File: src/rtl/nibble_serial_adder_ctrl.sv
// Serial WIDTH-bit adder sequencer around an external 4-bit ripple adder, one nibble per cycle LSB first.
// Result valid NIBBLES cycles after the accept edge; the result is held in DONE until out_ready, and no new operands are taken meanwhile.
module nibble_serial_adder_ctrl #(
   parameter int WIDTH = 16
) (
   input  logic             clk,
   input  logic             rst_n,
   input  logic             in_valid,
   output logic             in_ready,
   input  logic [WIDTH-1:0] a,
   input  logic [WIDTH-1:0] b,
   input  logic             cin,
   output logic             out_valid,
   input  logic             out_ready,
   output logic [WIDTH-1:0] sum,
   output logic             cout,
   output logic             ovf,
   output logic             busy,
   output logic [3:0]       add_p,
   output logic [3:0]       add_q,
   output logic             add_c0,
   input  logic [4:0]       add_r
);

   localparam int NIBBLES = WIDTH / 4;
   localparam int CNT_W   = (NIBBLES > 1) ? $clog2(NIBBLES) : 1;
   localparam logic [CNT_W-1:0] LAST_CNT = CNT_W'(NIBBLES - 1);

   generate
      if ((WIDTH < 4) || (WIDTH % 4 != 0)) begin : g_bad_width
         $error("WIDTH must be a multiple of 4 and at least 4");
      end
   endgenerate

   typedef enum logic [1:0] {
      IDLE = 2'd0,
      RUN  = 2'd1,
      DONE = 2'd2
   } state_t;

   state_t state, state_nxt;

   logic [WIDTH-1:0] a_sh, b_sh, sum_sh, sum_nxt;
   logic [CNT_W-1:0] cnt;
   logic             carry_r;
   logic             sa, sb;
   logic [WIDTH-1:0] sum_q;
   logic             cout_q, ovf_q;

   // New nibble enters at the top; after NIBBLES shifts the LSB nibble sits at [3:0].
   assign sum_nxt = WIDTH'({add_r[3:0], sum_sh} >> 4);

   always_ff @(posedge clk or negedge rst_n) begin
      if (!rst_n) state <= IDLE;
      else        state <= state_nxt;
   end

   always_comb begin
      state_nxt = state;
      add_p     = 4'd0;
      add_q     = 4'd0;
      add_c0    = 1'b0;
      case (state)
         IDLE: if (in_valid) state_nxt = RUN;
         RUN: begin
            add_p  = a_sh[3:0];
            add_q  = b_sh[3:0];
            add_c0 = carry_r;
            if (cnt == LAST_CNT) state_nxt = DONE;
         end
         DONE: if (out_ready) state_nxt = IDLE;
         default: state_nxt = IDLE;
      endcase
   end

   always_ff @(posedge clk or negedge rst_n) begin
      if (!rst_n) begin
         a_sh    <= '0;
         b_sh    <= '0;
         sum_sh  <= '0;
         cnt     <= '0;
         carry_r <= 1'b0;
         sa      <= 1'b0;
         sb      <= 1'b0;
         sum_q   <= '0;
         cout_q  <= 1'b0;
         ovf_q   <= 1'b0;
      end else begin
         case (state)
            IDLE: begin
               if (in_valid) begin
                  a_sh    <= a;
                  b_sh    <= b;
                  carry_r <= cin;
                  cnt     <= '0;
                  sa      <= a[WIDTH-1];
                  sb      <= b[WIDTH-1];
               end
            end
            RUN: begin
               a_sh    <= a_sh >> 4;
               b_sh    <= b_sh >> 4;
               sum_sh  <= sum_nxt;
               carry_r <= add_r[4];
               cnt     <= cnt + CNT_W'(1);
               // Outputs only update on the final nibble so they hold their old value through IDLE and RUN.
               if (cnt == LAST_CNT) begin
                  sum_q  <= sum_nxt;
                  cout_q <= add_r[4];
                  ovf_q  <= (sa == sb) && (add_r[3] != sa);
               end
            end
            default: ;
         endcase
      end
   end

   assign in_ready  = (state == IDLE);
   assign busy      = (state == RUN);
   assign out_valid = (state == DONE);
   assign sum       = sum_q;
   assign cout      = cout_q;
   assign ovf       = ovf_q;

endmodule

File: config.mk
export PLATFORM = sky130hd
export DESIGN_NAME = nibble_serial_adder_ctrl
export DESIGN_NICKNAME = d
export VERILOG_FILES = /design/src/rtl/nibble_serial_adder_ctrl.sv
export SDC_FILE = /design/constraint.sdc
export NUM_CORES = 1
export LEC_CHECK = 0
export CORE_UTILIZATION = 51
export CTS_BUF_LIST = sky130_fd_sc_hd__clkbuf_8
export CTS_CLUSTER_DIAMETER = 150
export CTS_CLUSTER_SIZE = 28
export DETAILED_ROUTE_END_ITERATION = 12
export PLACE_DENSITY = 0.82
export SLEW_MARGIN = 20
export SYNTH_ARGS = -nofsm -noshare
export SYNTH_HDL_FRONTEND = slang
export SYNTH_SLANG_ARGS = --single-unit
File: constraint.sdc
create_clock -name clk -period 1.6 [get_ports clk]
set_input_delay 0.32 -clock clk [delete_from_list [all_inputs] [get_ports clk]]
set_output_delay 0.32 -clock clk [all_outputs]
set_load 0.03 [all_outputs]
# Yosys cells after proc, flatten, opt, wreduce, memory -nomap -nowiden
# Index checks and enable logic that the tools add are counted.
# word_totals
register_bits	73
output_inout_bits	30
wordCells	42
# classes
add_sub_neg	1
eq_ne	8
muxes	15
n_reduce_logical	7
# ops
op	n
$pmux 16 s2	2
$mux 16	2
$mux 2	4
$mux 4	2
$pmux 2 s3	1
$reduce_and 2->1	3
$eq 2x2->1 const B	2
$ne 2x1->1 const B	2
$pmux 2 s2	1
$reduce_and 3->1	1
$add 2x1->2 const B	1
$eq 2x1->1 const B	1
$logic_not 2->1	1
$mux 1	2
$ne 2x2->1 const B	1
$pmux 1 s2	1
$reduce_bool 2->1	1
$eq 1x1->1	1
$logic_and 1x1->1	1
$ne 1x1->1	1

# Logic depth before layout (Yosys ltp)
# Gate-level depths: netlist (run 1).
# logic_depth
depth_word	3
ltp_mapped	6
mapped_depth_nobuf	4

# Worst setup path before layout (run 1)
# Ideal clock, no wire load.
# synth_timing
kind	register to output
startpoint	reg state[0]
endpoint	out add_c0
arrival_time_ns	1.228
required_ns	1.280
setup_slack_ns	0.052
path_stages_with_launch	5
n_path_buf	2
path_cell_list	dfrtp_1 -> nor2b_1 -> buf_2 -> buf_2 -> and2_1
# synth_between
elab_chain_cells	2
# synth_rtl
item	line	rtl
from (decl)	41	state_t state, state_nxt;
from (signal assigned)	55	else state <= state_nxt;
$eq 2x1->1	-	
net busy	18	output logic busy,
$mux 1	63	case (state)
to (decl)	21	output logic add_c0,
# The timed path passes the listed nets, and every way through them passes these cells.

# Final worst setup path (run 1)
# layout_timing
startpoint	reg state[1]
endpoint	out add_p[0]
# layout_between
elab_chain_cells	2
# layout_rtl
item	line	rtl
$eq 2x1->1	63	
$mux 4	63	
to (decl)	19	output logic [3:0] add_p,
# Every way passes these cells.

==> impl_metrics.csv, run 1 <==
group,metric,value,unit
status,outcome,"finished, violations left",
status,violations,"negative setup slack",
synth,yosysTopAreaCell,"dfrtp_1",
power,power.leakage,1.849,nW
synth,synth_top_family_by_area,"compound AO/OA/AOI/OAI gates",
clock_network,cts_buffers,9,
cells_and_area,stdcell_count,408,
timing,rsz0062_at_grt,"true",
power,irDropWorstVdd,1.041,mV
worst_setup_path,required,1.28,ns
cells_and_area,fill_cells,389,
routing,drt_iter0_markers,126,
synth,async_flop_share,100.0,%
synth,syn_inst,240,
flow_run,maxCapViolCount,0,
timing,fin_skew,0.006356,ns
routing,drt_pass1_iterations,4,
clock_network,cts_tree,"yes",
timing,setup_viol,10,
routing,drc,0,
routing,post_drt_wl_per_cell,15.92,µm
floorplanning,die_h,77.66,µm
placement,numPortBuffers,71,
cells_and_area,layout-drive-gt1-share,28.57,%
synth,avgSynthCellArea,12.16,µm²
routing,vias,2221,
floorplanning,die-area,6030,µm²
floorplanning,coreArea,5507,µm²
clock_network,cts-root-buf,"clkbuf_8",
clock_network,path_clk_slew,0.07,ns
grt,grt_pass1_vias,2179,
synth,netlist_top_cells_count,"dfrtp_1, mux2_2, o21ai_0, a22oi_1, nand2_1",
cells_and_area,final_util,74.80,%
floorplanning,io_pins,72,
routing,ant_nets,0,
synth,synth_compound_area_share,15.86,%
routing,wl,6.494,mm
cells_and_area,antennaDiodeCount,0,
timing,drv_slew,0,
power,cellPowerDensity,2093,nW/µm²
synth,synth_mux_area_share,12.60,%
worst_setup_path,cp-start-kind,"flip-flop",
grt,top_usage_layer,"met2",
synth,synth-xor-area-share,0,%
synth,syn_nets,283,
floorplanning,rows,27,
cells_and_area,multi_input_area,1104,µm²
timing,hold_viol,0,
timing,fmax,588.0,MHz
grt,use_met1,31.16,%
clock_network,cts_max_level,3,
grt,met3_usage,6.353,%
grt,grt_max_degree,70,
grt,grtUsageMet2,36.46,%
synth,synthTopCellsByArea,"dfrtp_1, mux2_2, a22oi_1",
clock_network,clock_sinks,69,
grt,grt_usage,23.44,%
grt,grt_pass1_wl,10.65,mm
clock_network,clock_latency,0.34,ns
timing,worstMarginPinSlew,0.3674,ns
clock_network,clockBufferDepth,2,
timing,period_minus_slack,1.701,ns
synth,ys_seq_area_share,59.15,%
worst_setup_path,cp.arrival,1.38,ns
synth,synth_seq_cells,69,
routing,via_per_inst,5.444,
synth,synth-main-ff-cell,"dfrtp_1",
floorplanning,start_util,53.01,%
worst_setup_path,worstSetupEndpointType,"output port",
grt,antenna_found_initial,0,
synth,synth-edff-count,0,
placement,placed_cells,380,
synth,yosys_warnings,0,
timing,worst_slack,-0.1006,ns
synth,synthSimpleGateAreaFrac,7.973,%
synth,synthMostInstantiatedCell,"dfrtp_1",
worst_setup_path,critPathMaxFanout,14,
synth,ys_types,21,
synth,yosys.area_share.adder,0.4286,%
timing,relSlewSlack,75.50,%
floorplanning,die_width,77.66,µm
synth,synth_top_area_share,59.15,%
worst_hold_path,hold_class,"flip-flop to flip-flop",
timing,final.period_utilization,106.3,%
grt,grt-ovfl-total,0,
placement,hpwl,3.958,mm
cells_and_area,final_nets,374,
cells_and_area,ff_latch_area,1728,µm²
synth,syn_area,2919,µm²
cells_and_area,area_growth,41.11,%
placement,globalplace.congestion,0.7332,
power,finalPower,8.619,mW
worst_setup_path,worstSetupPathType,"flip-flop to output port",
-- metal layers --
| layer | vias to the layer above | wire [µm] |
|---|---|---|
| met3 | 8 | 331 |
| met5 | - | 0 |
| met4 | 0 | 82 |
| met2 | 65 | 3304 |
| li1 | 1040 | - |
| met1 | 1108 | 2776 |
-- state kept, by name (all words and copies together) (netlist names) --
register  count
cnt           2
a_sh         16
b_sh         16
sb            1
state         2
sum_sh       12
carry_r       1
sum          16
sa            1
ovf           1
cout          1
-- logic make-up after synthesis --
logic type / count (synthesis)
buffers and inverters: 21
AO/OA/AOI/OAI: 72
AND/OR/NAND/NOR: 45
flip-flops: 69
multiplexers: 32
adder cells (fa/ha/maj): 1
-- where the power goes --
part | internal, mW | switching (mW) | leakage, nW
logic | 1.95 | 2.04 | 0.885
registers | 2.54 | 0.462 | 0.856
clock network | 0.962 | 0.662 | 0.108
total | 5.45 | 3.16 | 1.85
-- worst max-delay path, stage by stage, from the launching register on --
cell and delay, ns:
dfrtp_2 0.45, nor2b_4 0.16, buf_12 0.14, and2_1 0.15, buf_6 0.13
-- cells in the final DEF (no fill, tap or decap), types with 7 or more instances in the layout --
cell | synthesis | layout
o21ai_0 | 27 | 27
clkbuf_8 | 0 | 11
a22o_1 | 9 | 9
a22oi_1 | 25 | 25
a21oi_1 | 10 | 10
buf_4 | 2 | 23
and2_1 | 9 | 7
mux2_2 | 30 | 30
nand2_1 | 18 | 18
buf_6 | 2 | 12
clkdlybuf4s50_1 | 0 | 40
nor2b_1 | 12 | 10
dfrtp_1 | 69 | 68
dlygate4sd2_1 | 0 | 18
-- per-stage QoR --
step                      setup slack [ns]  hold WS (ns)  TNS (ns)  area, µm²
after floorplan                    0.05190       0.02441         0       2919
after global routing               -0.1575        0.5165    -1.427       4119
final                              -0.1006        0.4866   -0.7666       4119
after CTS                         -0.07420        0.4906   -0.6993       4048
after global placement             -0.1968        0.3629    -3.161       3736
after detailed placement           -0.2057        0.3689    -3.722       3736
-- path summary, 6_finish.rpt --
check | endpoint | cells after the start | slack, ns | start
max | add_p[0] | 4 | -0.10 | state[1]
min | a_sh[11] | 2 | 0.49 | a_sh[11]
max reg2reg | a_sh[7] | 6 | 0.04 | state[0]
min reg2reg | a_sh[11] | 2 | 0.49 | a_sh[11]
max in group asynchronous | a_sh[14] | 3 | 0.78 | rst_n
min in group asynchronous | sum[0] | 3 | 0.51 | rst_n
-- area by class of cell --
| cell class | count | area share, % |
|---|---|---|
| repair buffers | 99 | 23.21 |
| multi-input cells | 150 | 26.79 |
| clock buffers | 11 | 3.676 |
| well taps | 72 | 2.187 |
| inverters | 2 | 0.1823 |
| flip-flops and latches | 69 | 41.95 |
| clock inverters | 5 | 2.005 |
-- repair_timing --
| item | 4_1_cts | 5_1_grt |
|---|---|---|
| setup endpoints to repair | 30 | 22 |
| gates resized for setup | 31 | 9 |
| setup buffers | 6 | 5 |
| hold buffers | 1 | 0 |
| cloned | 0 | 0 |
| hold endpoints to repair | 47 | 0 |
(Power assumes the default switching activity.)
==> run 2, diff against run 1 <==
--- a/config.mk
+++ b/config.mk
@@ -5,12 +5,13 @@
 export SDC_FILE = /design/constraint.sdc
 export NUM_CORES = 1
 export LEC_CHECK = 0
+export ABC_AREA = 1
 export CORE_UTILIZATION = 51
 export CTS_BUF_LIST = sky130_fd_sc_hd__clkbuf_8
 export CTS_CLUSTER_DIAMETER = 150
 export CTS_CLUSTER_SIZE = 28
 export DETAILED_ROUTE_END_ITERATION = 12
-export PLACE_DENSITY = 0.82
+export PLACE_DENSITY = 0.81
 export SLEW_MARGIN = 20
 export SYNTH_ARGS = -nofsm -noshare
 export SYNTH_HDL_FRONTEND = slang
==> impl_metrics.csv, run 2 <==
group,metric,value,unit
status,outcome,"complete, no violations",
synth,yosys_warnings,0,
cells_and_area,final_cell_mix,"nand2_1, dfrtp_1, clkdlybuf4s50_1",
grt,grt_max_degree,70,
routing,drt_pass1_iterations,4,
floorplanning,die-area,6312,µm²
synth,syn_inst,388,
flow_run,maxCapViolCount,0,
cells_and_area,ff_latch_area,1727,µm²
worst_setup_path,worstSetupEndpointType,"output port",
floorplanning,rows,27,
floorplanning,coreArea,5642,µm²
synth,synth_seq_cells,69,
routing,post_drt_wl_per_cell,12.93,µm
synth,async_flop_share,100.0,%
clock_network,clock_latency,0.35,ns
timing,hold_viol,0,
clock_network,clock_sinks,69,
power,power.leakage,2.220,nW
clock_network,cts_tree,"yes",
power,finalPower,8.331,mW
clock_network,cts-root-buf,"clkbuf_8",
floorplanning,io_pins,72,
timing,setup_viol,0,
worst_setup_path,worstSetupPathType,"flip-flop to output port",
worst_hold_path,hold_class,"flip-flop to flip-flop",
timing,final.period_utilization,98.19,%
worst_setup_path,path_cells,"inv_4 > nand2_8 > nor2_1 > buf_4",
worst_setup_path,max_stage_delay,0.42,ns
synth,synth_top_area_share,56.44,%
power,irDropWorstVdd,1.022,mV
synth,synthTopCellsByArea,"dfrtp_1, nand2_1, nand3_1",
cells_and_area,layout_commonest_cell,"nand2_1",
synth,synth-main-ff-cell,"dfrtp_1",
floorplanning,die_h,79.45,µm
timing,drv_slew,0,
routing,wl_met1,3.047,mm
synth,synthMostInstantiatedCell,"nand2_1",
routing,drt_iter0_markers,210,
synth,avgSynthCellArea,7.884,µm²
cells_and_area,area_growth,34.19,%
clock_network,path_clk_slew,0.07,ns
grt,grt_pass1_wl,11.64,mm
routing,ant_nets,0,
grt,grt-ovfl-total,0,
worst_setup_path,critPathSlowestCell,"dfrtp_1",
routing,wl,7.060,mm
synth,yosysTopAreaCell,"dfrtp_1",
clock_network,clockBufferDepth,2,
timing,fmax,636.5,MHz
cells_and_area,final_area,4105,µm²
grt,grt_pass1_vias,2611,
power,cellPowerDensity,2029,nW/µm²
routing,dr_wl_met2,3.419,mm
floorplanning,die_width,79.45,µm
placement,globalplace.congestion,0.7480,
synth,syn_area,3059,µm²
routing,via_per_inst,4.925,
synth,ys_types,16,
synth,ys_seq_area_share,56.44,%
synth,netlist_top_cells_count,"nand2_1, dfrtp_1, nand3_1, o21ai_0, inv_1",
cells_and_area,fill_cells,438,
routing,drc,0,
cells_and_area,stdcell_count,546,
clock_network,cts_buffers,9,
placement,hpwl,4.566,mm
worst_setup_path,cp-start-kind,"flip-flop",
grt,antenna_found_initial,0,
timing,fin_skew,0.005672,ns
cells_and_area,layout-drive-gt1-share,12.24,%
routing,routed.top_layer,"met4",
placement,numPortBuffers,71,
cells_and_area,antennaDiodeCount,0,
placement,placed_cells,523,
routing,dr_wl_met3,482,µm
synth,syn_nets,431,
worst_setup_path,cp.arrival,1.25,ns
synth,synth-edff-count,0,
cells_and_area,multi_input_area,1167,µm²
grt,grt_usage,24.51,%
clock_network,cts_max_level,3,
placement,placed_area,3841,µm²
worst_setup_path,critPathMaxFanout,12,
floorplanning,start_util,54.22,%
timing,period_minus_slack,1.571,ns
cells_and_area,final_nets,513,
timing,relSlewSlack,73.60,%
timing,worstMarginPinSlew,0.3945,ns
worst_setup_path,required,1.28,ns
routing,vias,2689,
==> run 2: where the power goes <==
| group | internal [mW] | leakage (nW) | switching, mW |
|---|---|---|---|
| combinational | 1.53 | 1.26 | 2.65 |
| sequential | 2.52 | 0.875 | 0.423 |
| clock | 0.584 | 0.0853 | 0.634 |
| total | 4.63 | 2.22 | 3.70 |
==> run 2: cell type report <==
cell class,count,share of cell area (%)
flip-flops and latches,69,42.06
multi-input cells,272,28.44
repair buffers,91,20.66
clock buffers,10,3.353
inverters,27,2.591
well taps,72,2.194
clock inverters,5,0.7010
==> run 2: critical path, delay by kind of cell (launching register included) <==
kind | cells | cell delay (ns)
buffers and inverters | 2 | 0.29
AND/OR/NAND/NOR | 2 | 0.20
flip-flops | 1 | 0.42
==> run 2: path summary, 6_finish.rpt <==
kind,start,end,slack [ns],depth (start not counted)
setup / recovery,state[1],add_p[2],0.03,4
hold / removal,cnt[1],cnt[1],0.48,2
setup reg to reg,state[0],b_sh[14],0.09,6
hold reg to reg,cnt[1],cnt[1],0.48,2
max in group asynchronous,rst_n,a_sh[4],0.80,3
min in group asynchronous,rst_n,b_sh[0],0.52,3
==> run 2: logic make-up after synthesis <==
| logic type | share of synthesized area [%] |
|---|---|
| simple gates | 30.84 |
| flops | 56.44 |
| buf+inv | 6.871 |
| compound gates | 5.440 |
| fa+ha+maj | 0.4089 |
==> run 2: per-layer routing <==
metal	global-route usage, %	up-vias
met5	0	-
met4	11.64	0
met2	40.60	95
met3	3.657	9
met1	31.55	1229
li1	-	1356
==> run 2: timing repair <==
item | CTS | global route
cloned | 1 | 0
pin swaps | 2 | 1
gates resized for setup | 31 | 9
setup endpoints to repair | 30 | 37
endpoints found under the hold margin | 6 | 0
hold buffers | 1 | 0
buffers inserted | 2 | 4
==> run 2: through the flow <==
| stage | setup WS [ns] | TNS (ns) | hold slack, ns | utilization, % |
|---|---|---|---|---|
| 3_3_place_gp | 0.08459 | 0 | 0.3692 | 68.09 |
| 2_1_floorplan | -0.04148 | -0.3733 | 0.02441 | - |
| 3_5_place_dp | 0.03278 | 0 | 0.3685 | 68.09 |
| 5_1_grt | -0.007208 | -0.01795 | 0.5045 | 72.77 |
| 4_1_cts | 0.008141 | 0 | 0.4833 | 72.08 |
| 6_report | 0.02898 | 0 | 0.4797 | 72.77 |
==> run 3, diff against run 2 <==
--- a/config.mk
+++ b/config.mk
@@ -8,7 +8,7 @@
 export ABC_AREA = 1
 export CORE_UTILIZATION = 51
 export CTS_BUF_LIST = sky130_fd_sc_hd__clkbuf_8
-export CTS_CLUSTER_DIAMETER = 150
+export CTS_CLUSTER_DIAMETER = 60
 export CTS_CLUSTER_SIZE = 28
 export DETAILED_ROUTE_END_ITERATION = 12
 export PLACE_DENSITY = 0.81
==> results of run 3 <==
Same layout as run 2: the final DEF is identical, and so are final timing and power.
